## config.mk

```make
export PLATFORM = sky130hd
export DESIGN_NAME = memory_stage
export DESIGN_NICKNAME = d
export VERILOG_FILES = /design/src/rtl/memory_stage.sv
export SDC_FILE = /design/constraint.sdc
export NUM_CORES = 1
export LEC_CHECK = 0
export CORE_MARGIN = 2
export CORE_UTILIZATION = 44
export CTS_CLUSTER_SIZE = 25
export DETAILED_ROUTE_END_ITERATION = 6
export PLACE_DENSITY = 0.85
export SYNTH_ARGS = -nofsm -noshare
export SYNTH_HDL_FRONTEND = slang
export SYNTH_SLANG_ARGS = --single-unit
```

## constraint.sdc

```tcl
create_clock -name clk -period 6.5 [get_ports clk]
set_clock_uncertainty 0.05 [all_clocks]
set_input_delay 0.65 -clock clk [delete_from_list [all_inputs] [get_ports clk]]
set_output_delay 0.65 -clock clk [all_outputs]
set_load 0.01 [all_outputs]
```

## src/rtl/memory_stage.sv

```systemverilog
// Memory stage: issues data-memory requests for loads/stores and registers the writeback result.
// Latency: 1 cycle for non-memory, excepting or misaligned uops; 3 cycles for stores, 4 for loads.
// Backpressure: in_stall while a memory access is in flight or a held result is stalled downstream.
module memory_stage #(
  parameter int XLEN  = 32,
  parameter int REG_W = 5
) (
  input  logic                clk,
  input  logic                rst,
  input  logic                in_valid,
  output logic                in_stall,
  input  logic [REG_W-1:0]    in_rd,
  input  logic [XLEN-1:0]     in_rd_val,
  input  logic [XLEN-1:0]     in_rs2_val,
  input  logic                in_is_ld,
  input  logic                in_is_st,
  input  logic [1:0]          in_size,
  input  logic                in_unsigned,
  input  logic                in_ex_valid,
  input  logic [3:0]          in_ex,
  output logic                out_valid,
  input  logic                out_stall,
  output logic [REG_W-1:0]    out_rd,
  output logic [XLEN-1:0]     out_rd_val,
  output logic                out_ex_valid,
  output logic [3:0]          out_ex,
  output logic                byp_r_valid,
  output logic [REG_W-1:0]    byp_r,
  output logic [XLEN-1:0]     byp_r_val,
  output logic                dmem_req_valid,
  input  logic                dmem_req_ready,
  output logic                dmem_we,
  output logic [XLEN-1:0]     dmem_addr,
  output logic [XLEN-1:0]     dmem_wdata,
  output logic [XLEN/8-1:0]   dmem_wstrb,
  input  logic                dmem_resp_valid,
  input  logic [XLEN-1:0]     dmem_rdata
);

  localparam int NB  = XLEN / 8;
  localparam int OFF = $clog2(NB);

  typedef enum logic [1:0] {IDLE, REQ, RESP, DONE} state_t;

  state_t            state_q, state_d;
  logic [REG_W-1:0]  rd_q, rd_d;
  logic [XLEN-1:0]   addr_q, addr_d;
  logic [XLEN-1:0]   sdata_q, sdata_d;
  logic [XLEN-1:0]   ldata_q, ldata_d;
  logic              is_st_q, is_st_d;
  logic [1:0]        size_q, size_d;
  logic              uns_q, uns_d;

  logic              out_valid_q, out_valid_d;
  logic [REG_W-1:0]  out_rd_q, out_rd_d;
  logic [XLEN-1:0]   out_rd_val_q, out_rd_val_d;
  logic              out_ex_valid_q, out_ex_valid_d;
  logic [3:0]        out_ex_q, out_ex_d;

  logic              accept, out_free, misalign, is_mem;
  logic [OFF-1:0]    off;
  logic [XLEN-1:0]   lane, ext_mask, load_val;
  logic              ext_sign;

  assign off      = addr_q[OFF-1:0];
  assign out_free = !out_valid_q || !out_stall;
  assign in_stall = (state_q != IDLE) || (out_valid_q && out_stall);
  assign accept   = in_valid && !in_stall;
  assign is_mem   = in_is_ld || in_is_st;
  assign misalign = ((in_size == 2'd1) && in_rd_val[0]) ||
                    (in_size[1] && (in_rd_val[1:0] != 2'b00));

  // Request fields come straight from the captured uop so they stay stable while REQ waits.
  assign dmem_req_valid = (state_q == REQ);
  assign dmem_we        = is_st_q;
  assign dmem_addr      = {addr_q[XLEN-1:OFF], {OFF{1'b0}}};

  // Store lane strobes and data replication by access size.
  always_comb begin
    case (size_q)
      2'd0: begin
        dmem_wstrb = NB'(1) << off;
        dmem_wdata = {NB{sdata_q[7:0]}};
      end
      2'd1: begin
        dmem_wstrb = NB'(3) << off;
        dmem_wdata = {(NB/2){sdata_q[15:0]}};
      end
      default: begin
        dmem_wstrb = '1;
        dmem_wdata = {(NB/4){sdata_q[31:0]}};
      end
    endcase
  end

  // Load lane select and sign/zero extension of the returned word.
  always_comb begin
    lane = dmem_rdata >> {off, 3'b000};
    case (size_q)
      2'd0:    begin ext_mask = XLEN'(8'hFF);         ext_sign = lane[7];  end
      2'd1:    begin ext_mask = XLEN'(16'hFFFF);      ext_sign = lane[15]; end
      default: begin ext_mask = XLEN'(32'hFFFF_FFFF); ext_sign = lane[31]; end
    endcase
    if (uns_q) ext_sign = 1'b0;
    load_val = (lane & ext_mask) | (ext_sign ? ~ext_mask : '0);
  end

  // Next-state, uop capture and output-register loading.
  always_comb begin
    state_d        = state_q;
    rd_d           = rd_q;
    addr_d         = addr_q;
    sdata_d        = sdata_q;
    ldata_d        = ldata_q;
    is_st_d        = is_st_q;
    size_d         = size_q;
    uns_d          = uns_q;
    out_valid_d    = out_valid_q && out_stall;
    out_rd_d       = out_rd_q;
    out_rd_val_d   = out_rd_val_q;
    out_ex_valid_d = out_ex_valid_q;
    out_ex_d       = out_ex_q;
    case (state_q)
      IDLE: begin
        if (accept) begin
          if (in_ex_valid) begin
            out_valid_d    = 1'b1;
            out_rd_d       = '0;
            out_rd_val_d   = in_rd_val;
            out_ex_valid_d = 1'b1;
            out_ex_d       = in_ex;
          end else if (is_mem && misalign) begin
            out_valid_d    = 1'b1;
            out_rd_d       = '0;
            out_rd_val_d   = in_rd_val;
            out_ex_valid_d = 1'b1;
            out_ex_d       = in_is_st ? 4'd6 : 4'd4;
          end else if (is_mem) begin
            rd_d    = in_rd;
            addr_d  = in_rd_val;
            sdata_d = in_rs2_val;
            is_st_d = in_is_st;
            size_d  = in_size;
            uns_d   = in_unsigned;
            state_d = REQ;
          end else begin
            out_valid_d    = 1'b1;
            out_rd_d       = in_rd;
            out_rd_val_d   = in_rd_val;
            out_ex_valid_d = 1'b0;
            out_ex_d       = 4'd0;
          end
        end
      end
      REQ: begin
        if (dmem_req_ready) state_d = is_st_q ? DONE : RESP;
      end
      RESP: begin
        if (dmem_resp_valid) begin
          ldata_d = load_val;
          state_d = DONE;
        end
      end
      default: begin
        if (out_free) begin
          out_valid_d    = 1'b1;
          out_rd_d       = is_st_q ? '0 : rd_q;
          out_rd_val_d   = is_st_q ? '0 : ldata_q;
          out_ex_valid_d = 1'b0;
          out_ex_d       = 4'd0;
          state_d        = IDLE;
        end
      end
    endcase
  end

  // Control state: reset abandons any in-flight access and drops the held result.
  always_ff @(posedge clk) begin
    if (rst) begin
      state_q     <= IDLE;
      out_valid_q <= 1'b0;
    end else begin
      state_q     <= state_d;
      out_valid_q <= out_valid_d;
    end
  end

  // Data registers carry no reset; they are qualified by state/out_valid.
  always_ff @(posedge clk) begin
    rd_q           <= rd_d;
    addr_q         <= addr_d;
    sdata_q        <= sdata_d;
    ldata_q        <= ldata_d;
    is_st_q        <= is_st_d;
    size_q         <= size_d;
    uns_q          <= uns_d;
    out_rd_q       <= out_rd_d;
    out_rd_val_q   <= out_rd_val_d;
    out_ex_valid_q <= out_ex_valid_d;
    out_ex_q       <= out_ex_d;
  end

  assign out_valid    = out_valid_q;
  assign out_rd       = out_rd_q;
  assign out_rd_val   = out_rd_val_q;
  assign out_ex_valid = out_ex_valid_q;
  assign out_ex       = out_ex_q;

  assign byp_r_valid = out_valid_q && (out_rd_q != '0) && !out_ex_valid_q;
  assign byp_r       = out_rd_q;
  assign byp_r_val   = out_rd_val_q;

endmodule
```

Yosys cells after proc, flatten, opt, wreduce, memory -nomap -nowiden
Index checks and enable logic that the tools add are counted.

Bits in registers: 150. Input port bits: 117. Output and inout port bits: 152. Logic and storage cells: 108.

Eq/ne operators: 11. Shifts and indexed selects: 3. Multiplexer cells: 48. Bitwise gates (word level): 6. Reduce and logical (&&, ||, !) cells: 27.

Operators with widths (number): $mux W32 (7); $pmux W32 S2 (3); $and A32 B32 Y32 (1); $not A32 Y32 (1); $or A32 B32 Y32 (1); $shr A32 B5 Y32 (1); $mux W5 (6); $mux W4 (5); $mux W2 (8); $pmux W4 S2 (2); $mux W1 (12); $ne A2 B2 Y1 const B (5); $pmux W5 S2 (1); $logic_and A1 B1 Y1 (7); $reduce_and A7 Y1 (1); $eq A2 B1 Y1 const B (3); $pmux W1 S2 (3); $pmux W2 S3 (1); $reduce_bool A2 Y1 (3); $reduce_and A5 Y1 (1); $reduce_bool A5 Y1 (1); $logic_not A1 Y1 (4); $logic_not A2 Y1 (2); $logic_or A1 B1 Y1 (4); 10 further kinds (12).

Logic depth before layout (Yosys ltp)
Gate-level depths: netlist of the first run.

Depth after elaboration: 8. Mapped depth: 7. Mapped depth without buffers: 6.

Least setup slack after synthesis of the first run
Ideal clock, no wire load.

Path kind: input-to-reg. Start point: input in_ex_valid. End point: register out_rd_q[0] (netlist: byp_r[0]) (enable). Library setup time: 0.510 ns. Data arrival time: 4.278 ns. Required time: 5.940 ns. Slack: 1.662 ns. Stages: 3. Buffers on the path: 1. Cells stage by stage: clkbuf_1 o31ai_1 a221oi_1.

Word-level cells in the longest chain between the ends: 2.

RTL lines: start, declared (line 19) `input logic in_ex_valid,`; $ne A4 B4 Y1 (no line); $reduce_and A4 Y1 (no line); end signal, assigned (line 197) `out_rd_q <= out_rd_d;`; end, declared (line 55) `logic [REG_W-1:0] out_rd_q, out_rd_d;`.

Every way passes these cells. A chain may end at the register's enable or synchronous reset.

Worst setup path in the final report of the first run
Start point: register state_q[1]. End point: register addr_q[12] (enable).

Word-level cells in the longest chain between the ends: 5. Elaborated cells on any way between the ends: 6. Classes of those cells: reduce/logical (6).

RTL lines: start, declared (line 45) `state_t state_q, state_d;`; start signal, assigned (line 183) `state_q <= state_d;`; $reduce_bool A2 Y1 (line 67) `assign in_stall = (state_q != IDLE) || (out_valid_q && out_stall);`; $logic_or A1 B1 Y1 (line 67); $logic_not A1 Y1 (line 68) `assign accept = in_valid && !in_stall;`; $logic_and A1 B1 Y1 (line 68); $reduce_and A5 Y1 (no line) *; end signal, assigned (line 191) `addr_q <= addr_d;`; end, declared (line 47) `logic [XLEN-1:0] addr_q, addr_d;`.

Every way passes the cells marked *; elsewhere a longest branch is shown, timed or not.

==> results.ini, run 1 <==
[timing]
finalSetupViolations = 0
fin_crit_sh_pct = 51.0
slew_violations = 0
max_slew.worst_pin.slew_ns = 0.916
setup_ws_ns = 3.19
max_freq_ghz = 0.302
finalCriticalPeriod_ns = 3.31
fin_setup_tns_ns = 0
rsz0062_at_grt = no
slew_headroom_pct = 38.8
timing_hold_violations_final = 0

[cts]
cts_buffers = 17
clk_pin_slew_ns = 0.06
clkLatencyLatePin_ns = 0.42
cts_max_level = 4
clock-root-buffer = clkbuf_16
ctsHoldBuffers = 0
post_cts_buffers = 0
clockBufferDepth = 2
clkSinkCount = 150
cts_resized = 0
cts_tree = built

[synth]
yosysMostFrequentCell = edfxtp_1
synth.distinct_cells = 42
synth_warnings = 0
synth.avg_cell_area_um2 = 13.5
syn-cell-area_um2 = 6790
synth_enable_flop_cells = 147
synth.largest_area_cell = edfxtp_1
synth_top_area_share_pct = 65.1
synth_ff_type = edfxtp_1
ys_seq_area_share_pct = 65.9
synth_seq_cells = 150
synthCells = 501
synth_common_cells = edfxtp_1, buf_4, nand2_1
async_flop_share_pct = 0
ys_top_cells_by_area = edfxtp_1, buf_4, a22o_1

[finish]
nNetsFinal = 814
design_area_um2 = 9600
antenna_cells = 0
area_growth_syn_to_layout_pct = 41.4
drive_gt1_share_pct = 6.66

[route]
first_pass_iters = 7
ant_nets = 0
viasPerCell = 5.34
drt-total-wl_um = 17800
drt_iter0_drc = 370
routedWlPerCell_um = 19.9
vias = 4770
drcViolationCount = 2

[die]
die_height_um = 128
ios = 269
coreArea_um2 = 15100
rows = 45
die_x_um = 128
die_area_um2 = 16400
start_util_pct = 44.8

[placement]
portBuffers = 266
dp_hpwl_um = 13000
gp_congestion = 0.886
dp_worst_setup_slack_ns = 2.85
dpl-instance-area_um2 = 9080

[global_routing]
grt_pass1_wl_um = 26400
grt_start_max_net_pins = 45
overflow = 0
track_usage_pct = 21.8
grt_pass1_vias = 4746
antenna_found_initial = 0

[critical_path]
critPathRequiredTime_ns = 6.50
cp.arrival_ns = 3.32
r2r-end = addr_q[12]
reg2reg_from = state_q[1]
worstSetupEndpointType = flop
worst-r2r-setup-slack_ns = 3.19
path_class = reg2reg
critPathMaxFanout = 44
worstRegToRegCells = 5
cp-start-kind = flop

[worst_hold_path]
hold_start = ldata_q[22]
hp-class = reg2reg
hold_path_depth = 1
whs_endpoint = byp_r_val[22]

[outcome]
failed_checks = design-rule violations
status = finished with violations

[power]
p_sw_share_pct = 29.3
clockPowerShare_pct = 25.2
pwr-share-seq_pct = 41.2
share_comb_of_total_power_pct = 33.6
power_density_nw_per_um2 = 357
p_int_mw = 2.42
peakVddDrop_mv = 0.347
p_leak_nw = 3.47
switching_power_mw = 1.00

[flow_run]
cap_violations = 0

[per-stage QoR]
stage / util, % / total power [mW] / std cells / hold WS [ns]
after floorplan: - / 2.04 / 502 / 0.458
after global placement: 60.0 / 2.55 / 862 / 0.467
after detailed placement: 60.0 / 2.59 / 862 / 0.469
after CTS: 63.4 / 3.45 / 894 / 0.487
after global routing: 63.4 / 3.57 / 894 / 0.510
final: 63.4 / 3.42 / 894 / 0.487
[worst max-delay path by stage]
stage	to	from	depth (start not counted)	slack, ns
detailed placement	addr_q[16]	in_rd_val[0]	5	2.85
global placement	sdata_q[7]	in_rd_val[0]	5	2.97
CTS	sdata_q[11]	state_q[0]	5	3.13
finish	addr_q[12]	state_q[1]	5	3.19
floorplan	byp_r[0]	in_ex_valid	3	1.66
global route	addr_q[12]	state_q[0]	5	2.96
[power groups by stage]
stage                     Sequential, mW  Clock (mW)  Combinational, mW
after global routing                1.43       0.912               1.23
after CTS                           1.41       0.874               1.16
after detailed placement            1.43           0               1.16
after floorplan                     1.49           0              0.550
after global placement              1.42           0               1.13
final                               1.41       0.864               1.15
[routing by layer]
layer | track usage [%] | wire length, um | part of all wire (%)
met5 | 0 | 0 | 0
met4 | 7.56 | 299 | 1.7
met3 | 6.59 | 1500 | 8.4
met2 | 38.0 | 9130 | 51
met1 | 25.6 | 6840 | 39
[worst max-delay path, cell delays in order, from the launching register on]
cell and delay, ns:
dfxtp_1 0.35, inv_1 0.10, ha_2 0.78, nand2b_1 0.23, nor2_4 0.76, buf_4 0.62
[cells by family (layout without fill, tap and decap cells)]
kind of cell	after synthesis	count (layout)	share of synthesized area, %
AOI/OAI and AO/OA	105	105	10.9
adders and majority gates	4	4	0.738
buffers and inverters	107	311	10.5
DFF	150	150	65.9
muxes	34	34	5.35
other	1	2	0.0553
and+or+nand+nor	100	100	6.51
[state kept, by name (all words and copies together) (netlist names)]
signal	flops
addr_q	32
byp_r	5
byp_r_val	32
dmem_we	1
ldata_q	32
out_ex	4
out_ex_valid	1
out_valid	1
rd_q	5
sdata_q	32
size_q	2
state_q	2
uns_q	1
[cells in the final DEF, fill, tap and decap left out, types with 3 or more instances in the layout]
master             n
nor2b_1           10
dfxtp_1            3
clkinv_1           4
edfxtp_1         147
a211oi_1           9
o21ai_0           18
clkdlybuf4s50_1  266
nand2b_1           3
ha_1               3
a21oi_1           26
a22o_1            37
clkbuf_16         17
buf_4              6
clkinv_2           4
mux2_2             8
mux2i_1           25
inv_1              7
nor2_1            18
nand2_1           55
[area by class of cell]
cell class              instances  area [um^2]
clock buffers                  18          429
clock inverters                14         85.1
fillers                      1095         5550
inverters                       7         26.3
multi-input cells             245         1640
flip-flops and latches        150         4470
well taps                     188          235
repair buffers                272         2710
Power figures use the tool's default switching activity.
==> run 2: changes to the inputs <==
--- a/config.mk
+++ b/config.mk
@@ -6,10 +6,10 @@
 export NUM_CORES = 1
 export LEC_CHECK = 0
 export CORE_MARGIN = 2
-export CORE_UTILIZATION = 44
+export CORE_UTILIZATION = 40
 export CTS_CLUSTER_SIZE = 25
 export DETAILED_ROUTE_END_ITERATION = 6
-export PLACE_DENSITY = 0.85
+export PLACE_DENSITY = 0.82
 export SYNTH_ARGS = -nofsm -noshare
 export SYNTH_HDL_FRONTEND = slang
 export SYNTH_SLANG_ARGS = --single-unit
==> constraint.sdc (replaced) <==
create_clock -name clk -period 2.7 [get_ports clk]
set_clock_uncertainty 0.05 [all_clocks]
set_input_delay 0.27 -clock clk [delete_from_list [all_inputs] [get_ports clk]]
set_output_delay 0.27 -clock clk [all_outputs]
set_load 0.01 [all_outputs]
==> run 2 against run 1 <==
  * The run now ends clean
  * Cell area increased by 1.7%
  * Core utilization decreased by 4.5 points
  * Power increased by 150%
  * Hold slack got worse by 0.13 ns
  * Sequential power increased by 140%
  * Combinational power grew 150%
  * Non-clock buffer count increased by 5
  * Wire length fell by 0.11%
  * Clock power rose to 2.6 times the previous value
  * Flip-flop and latch count did not move
  * Clock-buffer cell count fell by 1
  * Die area rose by 9.7%
==> results.ini, run 2 (synthesis results as in run 1) <==
[global_routing]
antenna_found_initial = 0  ; unchanged
grt_pass1_wl_um = 26300  ; -0.70%
grt_start_max_net_pins = 46  ; +2.2%
track_usage_pct = 19.3  ; -2.5 points
overflow = 0  ; unchanged
grt_pass1_vias = 4731  ; -0.32%

[die]
coreArea_um2 = 16600  ; +9.5%
start_util_pct = 40.9  ; -3.9 points
ios = 269  ; unchanged
rows = 47  ; +4.4%
die_height_um = 134  ; +4.7%
die_area_um2 = 18000  ; +9.7%
die_x_um = 134  ; +4.7%

[critical_path]
cp.arrival_ns = 2.24  ; -1.08 ns
path_class = reg2out
worstSetupEndpointType = output pin
cpMostUsedCell = nand2_1
cp_top_family = simple AND/OR/NAND/NOR gates
max_stage_delay_ns = 0.54  ; -0.24 ns
critPathSlowestCell = nor2_1
critPathRequiredTime_ns = 2.38  ; -4.12 ns
worstRegToRegCells = 7  ; +2
path_cells = nor2_1 > nand2_1 > nand2_1 > clkdlybuf4s50_1
critPathMaxFanout = 9  ; -80%
cp-start-kind = flop
crit_buf_inv = 1  ; -1
cp.depth = 4  ; -1

[finish]
drive_gt1_share_pct = 7.74  ; +1.1 points
fin_cells = 931  ; +4.1%
final_cell_mix = clkdlybuf4s50_1, edfxtp_1, nand2_1
design_area_um2 = 9760  ; +1.7%
antenna_cells = 0  ; unchanged
final_common_cell = clkdlybuf4s50_1
area_growth_syn_to_layout_pct = 43.9
nNetsFinal = 819  ; +0.61%
final_util_pct = 58.9  ; -4.5 points

[route]
ant_nets = 0  ; unchanged
routedWlPerCell_um = 19.1  ; -4.1%
viasPerCell = 5.13  ; -3.8%
drcViolationCount = 0  ; -2
first_pass_iters = 7  ; unchanged
drt_iter0_drc = 301  ; -19%
drt-total-wl_um = 17800  ; -0.11%
vias = 4779  ; +0.19%

[placement]
dp_cells = 899  ; +4.3%
dpl-instance-area_um2 = 9200  ; +1.3%
gp_congestion = 0.774  ; -13%
portBuffers = 266  ; unchanged
dp_hpwl_um = 13000  ; +0.10%
dp_worst_setup_slack_ns = 0.261  ; -2.59 ns

[timing]
timing_hold_violations_final = 0  ; unchanged
slew_violations = 0  ; unchanged
fin_setup_tns_ns = 0  ; unchanged
max_slew.worst_pin.slew_ns = 0.775  ; -0.141 ns
rsz0062_at_grt = no
fin_crit_sh_pct = 94.7
max_freq_ghz = 0.391
finalCriticalPeriod_ns = 2.56
setup_ws_ns = 0.143  ; -3.04 ns
finalSetupViolations = 0  ; unchanged
slew_headroom_pct = 48.3  ; +9.5 points

[power]
power_density_nw_per_um2 = 870  ; +140%
p_leak_nw = 3.52  ; +1.5%
peakVddDrop_mv = 0.501  ; +44%

[cts]
clock-root-buffer = clkbuf_16
clockBufferDepth = 2  ; unchanged
clk_pin_slew_ns = 0.06  ; about the same
cts_max_level = 4  ; unchanged
cts_resized = 0  ; unchanged
clkLatencyLatePin_ns = 0.41  ; about the same
ctsHoldBuffers = 0  ; unchanged
post_cts_buffers = 0  ; unchanged
cts_buffers = 17  ; unchanged
clkSinkCount = 150  ; unchanged
cts_tree = built

[flow_run]
cap_violations = 0  ; unchanged

[worst_hold_path]
hp-class = in2reg
hold_path_depth = 1  ; unchanged

[outcome]
status = finished clean

[run 2: metal layers]
layer | part of all wire, % | track usage [%] | wire length [um] | up-vias
li1 | - | - | - | 2179
met1 | 38 | 22.5 | 6710 | 2317
met2 | 53 | 34.9 | 9340 | 261
met3 | 8.5 | 5.52 | 1510 | 22
met4 | 1.1 | 4.97 | 196 | 0
met5 | 0 | 0 | 0 | -
[run 2: per-stage QoR]
step / power [mW] / hold slack, ns
global route: 8.84 / 0.335
global placement: 6.22 / 0.470
detailed placement: 6.31 / 0.468
CTS: 8.57 / 0.337
floorplan: 4.90 / 0.293
finish: 8.49 / 0.357
[run 2: power breakdown]
group          total, mW  leakage (nW)  internal (mW)  switching [mW]
Sequential          3.39          1.39           3.17           0.223
Clock               2.26         0.267           1.34           0.914
Combinational       2.84          1.86           1.54            1.30
[run 2: worst paths after layout]
kind / startpoint / to / slack [ns]
hold / removal: in_rs2_val[10] / sdata_q[10] / 0.36
setup reg to reg: state_q[0] / state_q[0] / 0.41
hold reg to reg: ldata_q[26] / byp_r_val[26] / 0.49
setup / recovery: size_q[1] / dmem_wdata[10] / 0.14
[run 2: cell type report]
cell class / count / area, um^2
multi-input combinational: 245 / 1640
clock inverter: 15 / 139
fill: 1292 / 6820
clock buffer: 17 / 425
tap: 220 / 275
timing repair buffer: 277 / 2780
inverter: 7 / 26.3
sequential: 150 / 4470
